$ cat src/rtl/vth_read_sense.sv
// Two-step binary-search read sense: decides a 2-bit MLC level from a captured Vth.
// Optional read-retry reference shift is enabled by defining READ_RETRY_EN.
module vth_read_sense #(
  parameter int unsigned SENSE_CYCLES = 4,
  parameter logic [15:0] REF0         = 16'h4000,
  parameter logic [15:0] REF1         = 16'h8000,
  parameter logic [15:0] REF2         = 16'hC000
) (
  input  logic        clk,
  input  logic        reset,
  input  logic        Start,
  input  logic [15:0] Vth,
`ifdef READ_RETRY_EN
  input  logic [7:0]  RetryOffset,
`endif
  output logic        Busy,
  output logic        Valid,
  output logic [1:0]  ReadLevel,
  output logic [15:0] ReadCount
);

  // state      | meaning
  // IDLE       | waiting for Start; Vth (and offset) captured on accept
  // SENSE_MID  | compare against R1, result becomes msb
  // SENSE_SIDE | compare against R2 or R0 depending on msb
  // DONE       | one-cycle Valid with the new level and count

  localparam int unsigned STEP_W = (SENSE_CYCLES > 1) ? $clog2(SENSE_CYCLES) : 1;
  localparam logic [STEP_W-1:0] STEP_LAST = STEP_W'(SENSE_CYCLES - 1);

  typedef enum logic [1:0] {
    IDLE       = 2'd0,
    SENSE_MID  = 2'd1,
    SENSE_SIDE = 2'd2,
    DONE       = 2'd3
  } state_t;

  state_t            state;
  state_t            state_next;
  logic [STEP_W-1:0] step;
  logic [STEP_W-1:0] step_next;
  logic [15:0]       vth_lat;
  logic              msb;
  logic              lsb;
  logic              capture;
  logic              take_msb;
  logic              finish;
  logic [15:0]       r0;
  logic [15:0]       r1;
  logic [15:0]       r2;
  logic [1:0]        level_q;
  logic [15:0]       read_cnt;

`ifdef READ_RETRY_EN
  logic [7:0] off_lat;

  // Shifted references saturate rather than wrap so a large offset can never
  // reorder the three thresholds.
  function automatic logic [15:0] eff_ref(input logic [15:0] base, input logic [7:0] off);
    logic signed [17:0] sum;
    sum = $signed({2'b00, base}) + $signed({{10{off[7]}}, off});
    if (sum < 0)
      eff_ref = '0;
    else if (sum > 18'sh0FFFF)
      eff_ref = '1;
    else
      eff_ref = sum[15:0];
  endfunction

  always_ff @(posedge clk) begin
    if (reset)
      off_lat <= '0;
    else if (capture)
      off_lat <= RetryOffset;
  end

  assign r0 = eff_ref(REF0, off_lat);
  assign r1 = eff_ref(REF1, off_lat);
  assign r2 = eff_ref(REF2, off_lat);
`else
  assign r0 = REF0;
  assign r1 = REF1;
  assign r2 = REF2;
`endif

  assign lsb = msb ? (vth_lat >= r2) : (vth_lat >= r0);

  always_ff @(posedge clk) begin
    if (reset) begin
      state    <= IDLE;
      step     <= '0;
      vth_lat  <= '0;
      msb      <= 1'b0;
      level_q  <= '0;
      read_cnt <= '0;
    end else begin
      state <= state_next;
      step  <= step_next;
      if (capture)
        vth_lat <= Vth;
      if (take_msb)
        msb <= (vth_lat >= r1);
      // Level and count update on entry to DONE so both are visible with Valid.
      if (finish) begin
        level_q  <= {msb, lsb};
        read_cnt <= read_cnt + 16'd1;
      end
    end
  end

  always_comb begin
    state_next = state;
    step_next  = step;
    capture    = 1'b0;
    take_msb   = 1'b0;
    finish     = 1'b0;
    case (state)
      IDLE: begin
        step_next = '0;
        if (Start) begin
          capture    = 1'b1;
          state_next = SENSE_MID;
        end
      end
      SENSE_MID: begin
        if (step == STEP_LAST) begin
          take_msb   = 1'b1;
          step_next  = '0;
          state_next = SENSE_SIDE;
        end else begin
          step_next = step + STEP_W'(1);
        end
      end
      SENSE_SIDE: begin
        if (step == STEP_LAST) begin
          finish     = 1'b1;
          step_next  = '0;
          state_next = DONE;
        end else begin
          step_next = step + STEP_W'(1);
        end
      end
      DONE: begin
        step_next  = '0;
        state_next = IDLE;
      end
      default: begin
        state_next = IDLE;
      end
    endcase
  end

  assign Busy      = (state != IDLE);
  assign Valid     = (state == DONE);
  assign ReadLevel = level_q;
  assign ReadCount = read_cnt;

endmodule

$ cat config.mk
export PLATFORM = sky130hd
export DESIGN_NAME = vth_read_sense
export DESIGN_NICKNAME = d
export VERILOG_FILES = /design/src/rtl/vth_read_sense.sv
export SDC_FILE = /design/constraint.sdc
export NUM_CORES = 1
export LEC_CHECK = 0
export BUFFER_PORTS_ARGS = -buffer_cell sky130_fd_sc_hd__clkbuf_2
export CORE_MARGIN = 2
export CORE_UTILIZATION = 55
export CTS_BUF_LIST = sky130_fd_sc_hd__clkbuf_2 sky130_fd_sc_hd__clkbuf_4 sky130_fd_sc_hd__clkbuf_8
export DETAILED_ROUTE_END_ITERATION = 16
export MAX_ROUTING_LAYER = met4
export PLACE_DENSITY_LB_ADDON = 0.15
export SYNTH_ARGS = -nofsm -noshare
export SYNTH_HDL_FRONTEND = slang
export SYNTH_SLANG_ARGS = --single-unit
export TNS_END_PERCENT = 50
$ cat constraint.sdc
create_clock -name clk -period 5.5 [get_ports clk]
set_clock_uncertainty 0.05 [all_clocks]
set_input_delay 1.1 -clock clk [delete_from_list [all_inputs] [get_ports clk]]
set_output_delay 1.1 -clock clk [all_outputs]
set_load 0.02 [all_outputs]
# Word level (Yosys, flattened, before mapping)
# Cells that the tools add are included.
# Widths: inputs -> output; s select.
totals:
  register_bits: 39
  output_inout_bits: 20
op_classes:
  addsub: 2
  n_lt_le_gt_ge: 3
  n_eq_ne: 7
  muxes: 12
  reduce_logical: 5
op_table:
  columns: ["op", "n"]
  rows:
  - ["$ge 16x16->1 const B", 2]
  - ["$add 16x1->16 const B", 1]
  - ["$ge 16x15->1 const B", 1]
  - ["$mux 2", 4]
  - ["$pmux 2 s4", 1]
  - ["$eq 2x2->1 const B", 3]
  - ["$mux 1", 6]
  - ["$ne 2x2->1 const B", 3]
  - ["$pmux 2 s2", 1]
  - ["$reduce_or 2->1", 2]
  - ["$reduce_and 3->1", 1]
  - ["$add 2x1->2 const B", 1]
  - ["$eq 2x1->1 const B", 1]
  - ["$logic_not 2->1", 1]
  - ["$reduce_bool 2->1", 1]

# Depth between registers and ports, before layout
# Gate-level depths: netlist of the first run.
depth:
  word_depth: 3
  ltp_mapped: 7

# Least setup slack after synthesis of the first run
# No wires, ideal clock.
synth_timing:
  path_kind: "reg-to-output"
  from: "reg state[0]"
  to: "out Busy"
  t_arrival_ns: 0.815
  required_ns: 4.350
  path_slack_ns: 3.535
  stages_incl_launch_ff: 4
  cell_sequence: "dfxtp_1 inv_1 ha_1 inv_1"
synth_between:
  elab_chain_cells: 1
synth_lines:
  columns: ["item", "line", "text"]
  rows:
  - ["start, declared", "38", "state_t state;"]
  - ["start signal, assigned", "97", "state <= state_next;"]
  - ["$reduce_bool 2->1", "153", "assign Busy = (state != IDLE);"]
  - ["end, declared", "16", "output logic Busy,"]
# Every way passes these cells.

# Worst setup path in the final report of the first run
# Same ends and word-level chain as after synthesis.

==> results of run 1 <==
[stage by stage]
stage | cells | worst slack [ps]
floorplan | 139 | 3540
CTS | 186 | 3050
finish | 186 | 3070
detailed placement | 182 | 3410
global placement | 182 | 3430
global route | 186 | 2970
[cell families after synthesis]
logic type / after synthesis
AND/OR/NAND/NOR: 61
flip-flops: 25
AO/OA/AOI/OAI: 18
buffers and inverters: 16
XOR/XNOR: 8
adder cells (fa/ha/maj): 7
multiplexers: 4
[registers in the layout, indices dropped and copies added, names as in the netlist]
signal and cells:
ReadCount 16, ReadLevel 2, msb 1, state 2
step 2, vth_lat 2
[per-layer routing]
| layer | global-route usage | vias up | routed length (um) |
|---|---|---|---|
| li1 | - | 512 | - |
| met1 | 0.204 | 457 | 961 |
| met2 | 0.336 | 15 | 1060 |
| met3 | 0.0476 | 2 | 72 |
| met4 | 0.0541 | 0 | 13 |
| met5 | - | - | 0 |
[worst register-to-register path: stages (launching register included)]
cell and delay (ps):
dfxtp_1 360, inv_1 90, ha_1 360, nand3_4 150, or4_4 570, or3_1 330, a21oi_1 150
[worst max-delay path by stage]
stage / slack [ps] / to / from / cells after the start
3_3_place_gp: 3430 / Busy / state[0] / 4
6_report: 3070 / Busy / state[0] / 4
3_5_place_dp: 3410 / ReadCount[10] / state[0] / 6
4_1_cts: 3050 / Busy / state[0] / 4
2_1_floorplan: 3540 / Busy / state[0] / 3
5_1_grt: 2970 / Busy / state[0] / 4
[cell type report]
cell class,count,area (sq um)
clock buffer,4,30.0
fill,182,676
inverter,8,30.0
sequential,25,500
timing repair buffer,24,120
multi-input combinational,98,632
tap,27,33.8
[cell usage in the layout, fill, tap and decap left out, drive strengths merged]
cell    count
and4        1
or3         4
inv         8
mux2i       1
nor2       14
nor3        5
or4         1
nand3      10
a211oi      1
xor2        4
dfxtp      25
o21ai       5
xnor2       4
and2b       1
a21oi      11
and3        2
nand4       3
a221oi      1
and2        1
clkbuf     28
nor4        2
nand2      13
ha          7
nor2b       4
mux2        3
[power breakdown]
| part | leakage [nW] | internal (mW) | switching [mW] |
|---|---|---|---|
| clock | 0.0184 | 0.0332 | 0.0498 |
| combinational | 0.349 | 0.0372 | 0.0559 |
| sequential | 0.202 | 0.194 | 0.0107 |
| total | 0.570 | 0.264 | 0.116 |
==> impl_metrics.yaml, run 1 <==
hold_path:
  min_from: "step[0]"
  holdPathStages: 1
  hold_path_end: "step[0]"
  hp-class: "reg2reg"
run:
  drv_cap: 0
clock_network:
  postCtsSetupRepairBufs: 0
  cts-root-buf: "clkbuf_4"
  h-tree-depth: 1
  postCtsHoldBufs: 0
  cts.repair.resized: 0
  numCtsBuffers: 3
  clock-sinks: 25
  insertion_delay_ps: 300
  ctsLongestPathBuffers: 2
  clk_pin_slew_ps: 120
  tritoncts: "yes"
power_and_ir_drop:
  total_power_mw: 0.381
  p_per_area_nw_per_um2: 283
  leakage_nw: 0.570
  peakVddDrop_uv: 237
detailed_routing:
  viasPerCell: 5.30
  drt_iter0_markers: 12
  drt.antenna.violating_nets: 0
  drt-pass1-iter-count: 4
  drt-total-wl_mm: 2.11
  num_vias: 986
  drt-wirelength-per-cell_um: 11.4
  remaining_drc_errors: 0
synth:
  ys_top_cells_by_count: "dfxtp_1 (25), nor2_1 (14), nand2_1 (12), a21oi_1 (11), nand3_1 (9)"
  synthSimpleGateAreaFrac: 0.278
  synth_seq_area_share: 0.416
  synth-compound-area-share: 0.0800
  ys_types: 32
  synth_top_area_frac: 0.416
  synth_top_family_by_area: "simple AND/OR/NAND/NOR gates"
  yosys.area_share.adder: 0.0728
  synthMuxAreaShare: 0.0364
  synth_cells: 139
  synth_edf_count: 0
  ys.flop_type: "dfxtp_1"
  synthesis.nets: 165
  async_reset_ff_frac: 0
  synth-xor-area-share: 0.0582
  ys_seq_elements: 25
  synth_area_leaders: "dfxtp_1 (42%), ha_1 (7.3%), a21oi_1 (4.6%)"
  synth_top_cell_by_area: "dfxtp_1"
  yosys_warnings: 0
  avgSynthCellArea_sq_um: 8.66
  syn_area_sq_um: 1200
  synth.most_common_cell: "dfxtp_1"
setup_path:
  crit_type: "reg2out"
  crit_buf_inv: 3
  r2r_cells: 6
  worstReg2RegStart: "state[0]"
  end_kind: "output pin"
  worstPathArrival_ps: 1280
  cp.required_ps: 4350
  slowest_stage: "dfxtp_1"
  r2r_end: "ReadCount[10]"
  crit_top_cell: "inv_1"
  crit_family: "flip-flops"
  cp-start-kind: "flop"
  crit_chain: "inv_1 -> ha_1 -> inv_1 -> clkbuf_2"
  max_stage_delay_ps: 400
  path_max_fanout: 5
  r2r_slack_ps: 3370
final_layout:
  antenna-diode-count: 0
  area_growth_pct: 11.9
  final_area_sq_um: 1350
  final_core_util: 0.666
  layout.nets: 186
  drive_gt1_frac: 0.239
sta:
  final-setup-viol-count: 0
  fin_tns_setup_ps: 0
  hold_viol: 0
  tightest_slew_ps: 526
  max_freq_ghz: 0.411
  timing.slew.headroom: 0.650
  slew_viol_final: 0
  fin_crit_ps: 2430
  rsz0062_at_grt: "no"
  whs_ps: 414
  timing.final.crit_share: 0.442
global_routing:
  grt_pass1_wl_mm: 3.62
  grt_overflow: 0
  grt_max_degree: 28
  grt_pass1_vias: 907
  antenna_found_initial: 0
  track_usage: 0.187
floorplanning:
  core_area_sq_um: 2020
  initial_utilization: 0.595
  die_height_um: 50.8
  fp.dieArea_sq_um: 2580
  ios: 39
  rows: 16
  die_w_um: 50.8
placement:
  placed_area_sq_um: 1320
  portBuffers: 24
  gp_congestion: 0.732
  dp.final_hpwl_mm: 1.58
outcome:
  status: "finished clean"
(Power assumes the default switching activity.)
==> run 2: changes to the inputs <==
CORE_ASPECT_RATIO = 2   (was not set)
CORE_UTILIZATION = 46   (was 55)
clock period = 2.1 ns   (was 5.5 ns; I/O delays follow)
==> run 2 against run 1 <==
Combinational power rose to 2.8 times the previous value. Clock power increased to 3.5 times the previous value. Routed wire length grew 8.2%. Die area up 19%. Sequential share of layout area shrank 1.3 points. Sequential power rose to 2.6 times the previous value. Power rose to 2.9 times the previous value. Utilization fell by 11 points. Critical endpoint is now ReadCount[14].
==> impl_metrics.yaml, run 2 (synthesized netlist as in run 1, its figures left out) <==
final_layout:
  mostFrequentLayoutCell: "dfxtp_1"
  fill_cells: 239
  final_area_sq_um: 1400
  layout.nets: 190
  fin_cells: 191
  final_cell_mix: "dfxtp_1 (25), clkbuf_2 (24), nor2_1 (14)"
  largest_register_ffs: 16
  antenna-diode-count: 0
  area_growth_pct: 16.0
  final_core_util: 0.557
  drive_gt1_frac: 0.258
detailed_routing:
  num_vias: 1022
  drt_iter0_markers: 13
  drt-wirelength-per-cell_um: 12.0
  remaining_drc_errors: 0
  drt.antenna.violating_nets: 0
  drt-total-wl_mm: 2.29
  viasPerCell: 5.35
  drt-pass1-iter-count: 4
sta:
  hold_viol: 0
  final-setup-viol-count: 0
  slew_viol_final: 0
  fin_ws_ps: 131
  timing.final.crit_share: 0.938
  rsz0062_at_grt: "no"
  fin_tns_setup_ps: 0
  tightest_slew_ps: 534
  fin_crit_ps: 1970
  max_freq_ghz: 0.508
  timing.slew.headroom: 0.644
  whs_ps: 315
setup_path:
  cp.required_ps: 2240
  slowest_stage: "or4_4"
  crit_type: "reg2reg"
  path_max_fanout: 6
  end_kind: "flop"
  max_stage_delay_ps: 560
  crit_chain: "inv_1 -> ha_1 -> nand3_4 -> or4_4 -> or3_1 -> a21oi_1"
  worstPathArrival_ps: 2110
  cp-start-kind: "flop"
floorplanning:
  die_height_um: 76.3
  rows: 26
  initial_utilization: 0.481
  die_w_um: 40.2
  fp.dieArea_sq_um: 3070
  core_area_sq_um: 2500
  ios: 39
clock_network:
  insertion_delay_ps: 260
  cts.repair.resized: 0
  clock-sinks: 25
  h-tree-depth: 1
  tritoncts: "yes"
  clk_pin_slew_ps: 80
  cts-root-buf: "clkbuf_8"
  postCtsSetupRepairBufs: 0
  postCtsHoldBufs: 0
  ctsLongestPathBuffers: 2
  numCtsBuffers: 3
placement:
  gp_congestion: 0.675
  placed_area_sq_um: 1350
  dp.final_hpwl_mm: 1.76
  portBuffers: 24
  dp_cells: 187
  pre_cts_ws_ps: 123
power_and_ir_drop:
  leakage_nw: 0.599
  peakVddDrop_uv: 707
  total_power_mw: 1.09
  p_per_area_nw_per_um2: 782
global_routing:
  grt_max_degree: 28
  antenna_found_initial: 0
  track_usage: 0.174
  grt_pass1_vias: 954
  grt_pass1_wl_mm: 3.81
  grt_overflow: 0
hold_path:
  hp-class: "in2reg"
outcome:
  status: "finished clean"
run:
  drv_cap: 0
run 2: changes by cell type in the layout (fill, tap and decap cells not counted), sizes merged:
cell	before	now
buf	0	4
run 2: final timing paths:
path / from / to / slack [ps] / cells after the start
max: state[0] / ReadCount[14] / 130 / 6
min: Vth[15] / vth_lat[15] / 310 / 3
max reg2reg: state[0] / ReadCount[14] / 130 / 6
min reg2reg: vth_lat[14] / vth_lat[14] / 420 / 2
run 2: power by group:
| part | switching (mW) | leakage, nW | total [mW] | internal, mW |
|---|---|---|---|---|
| registers | 0.0309 | 0.202 | 0.539 | 0.508 |
| logic | 0.155 | 0.371 | 0.261 | 0.106 |
| clock network | 0.143 | 0.0262 | 0.292 | 0.148 |
| total | 0.329 | 0.599 | 1.09 | 0.763 |
run 2: area by class of cell:
class / instances / area [sq um] / area share
clock buffers: 4 / 48.8 / 0.0349
repair buffers: 28 / 150 / 0.108
inverters: 8 / 30.0 / 0.0215
flip-flops and latches: 25 / 500 / 0.358
well taps: 28 / 35.0 / 0.0251
multi-input cells: 98 / 632 / 0.453
run 2: critical path: cells and delay by family (launching register included):
kind / cells / cell delay, ps
DFF: 1 / 340
and+or+nand+nor: 3 / 1000
AOI/OAI and AO/OA: 1 / 150
adders and majority gates: 1 / 250
buffers and inverters: 1 / 90
run 2: per-layer routing:
metal  vias up  GRT usage  part of all wire
met5         -          -                 0
met4         0     0.0800             0.019
met3         4     0.0175             0.033
met2        23      0.313              0.57
met1       481      0.164              0.38
li1        514          -                 -
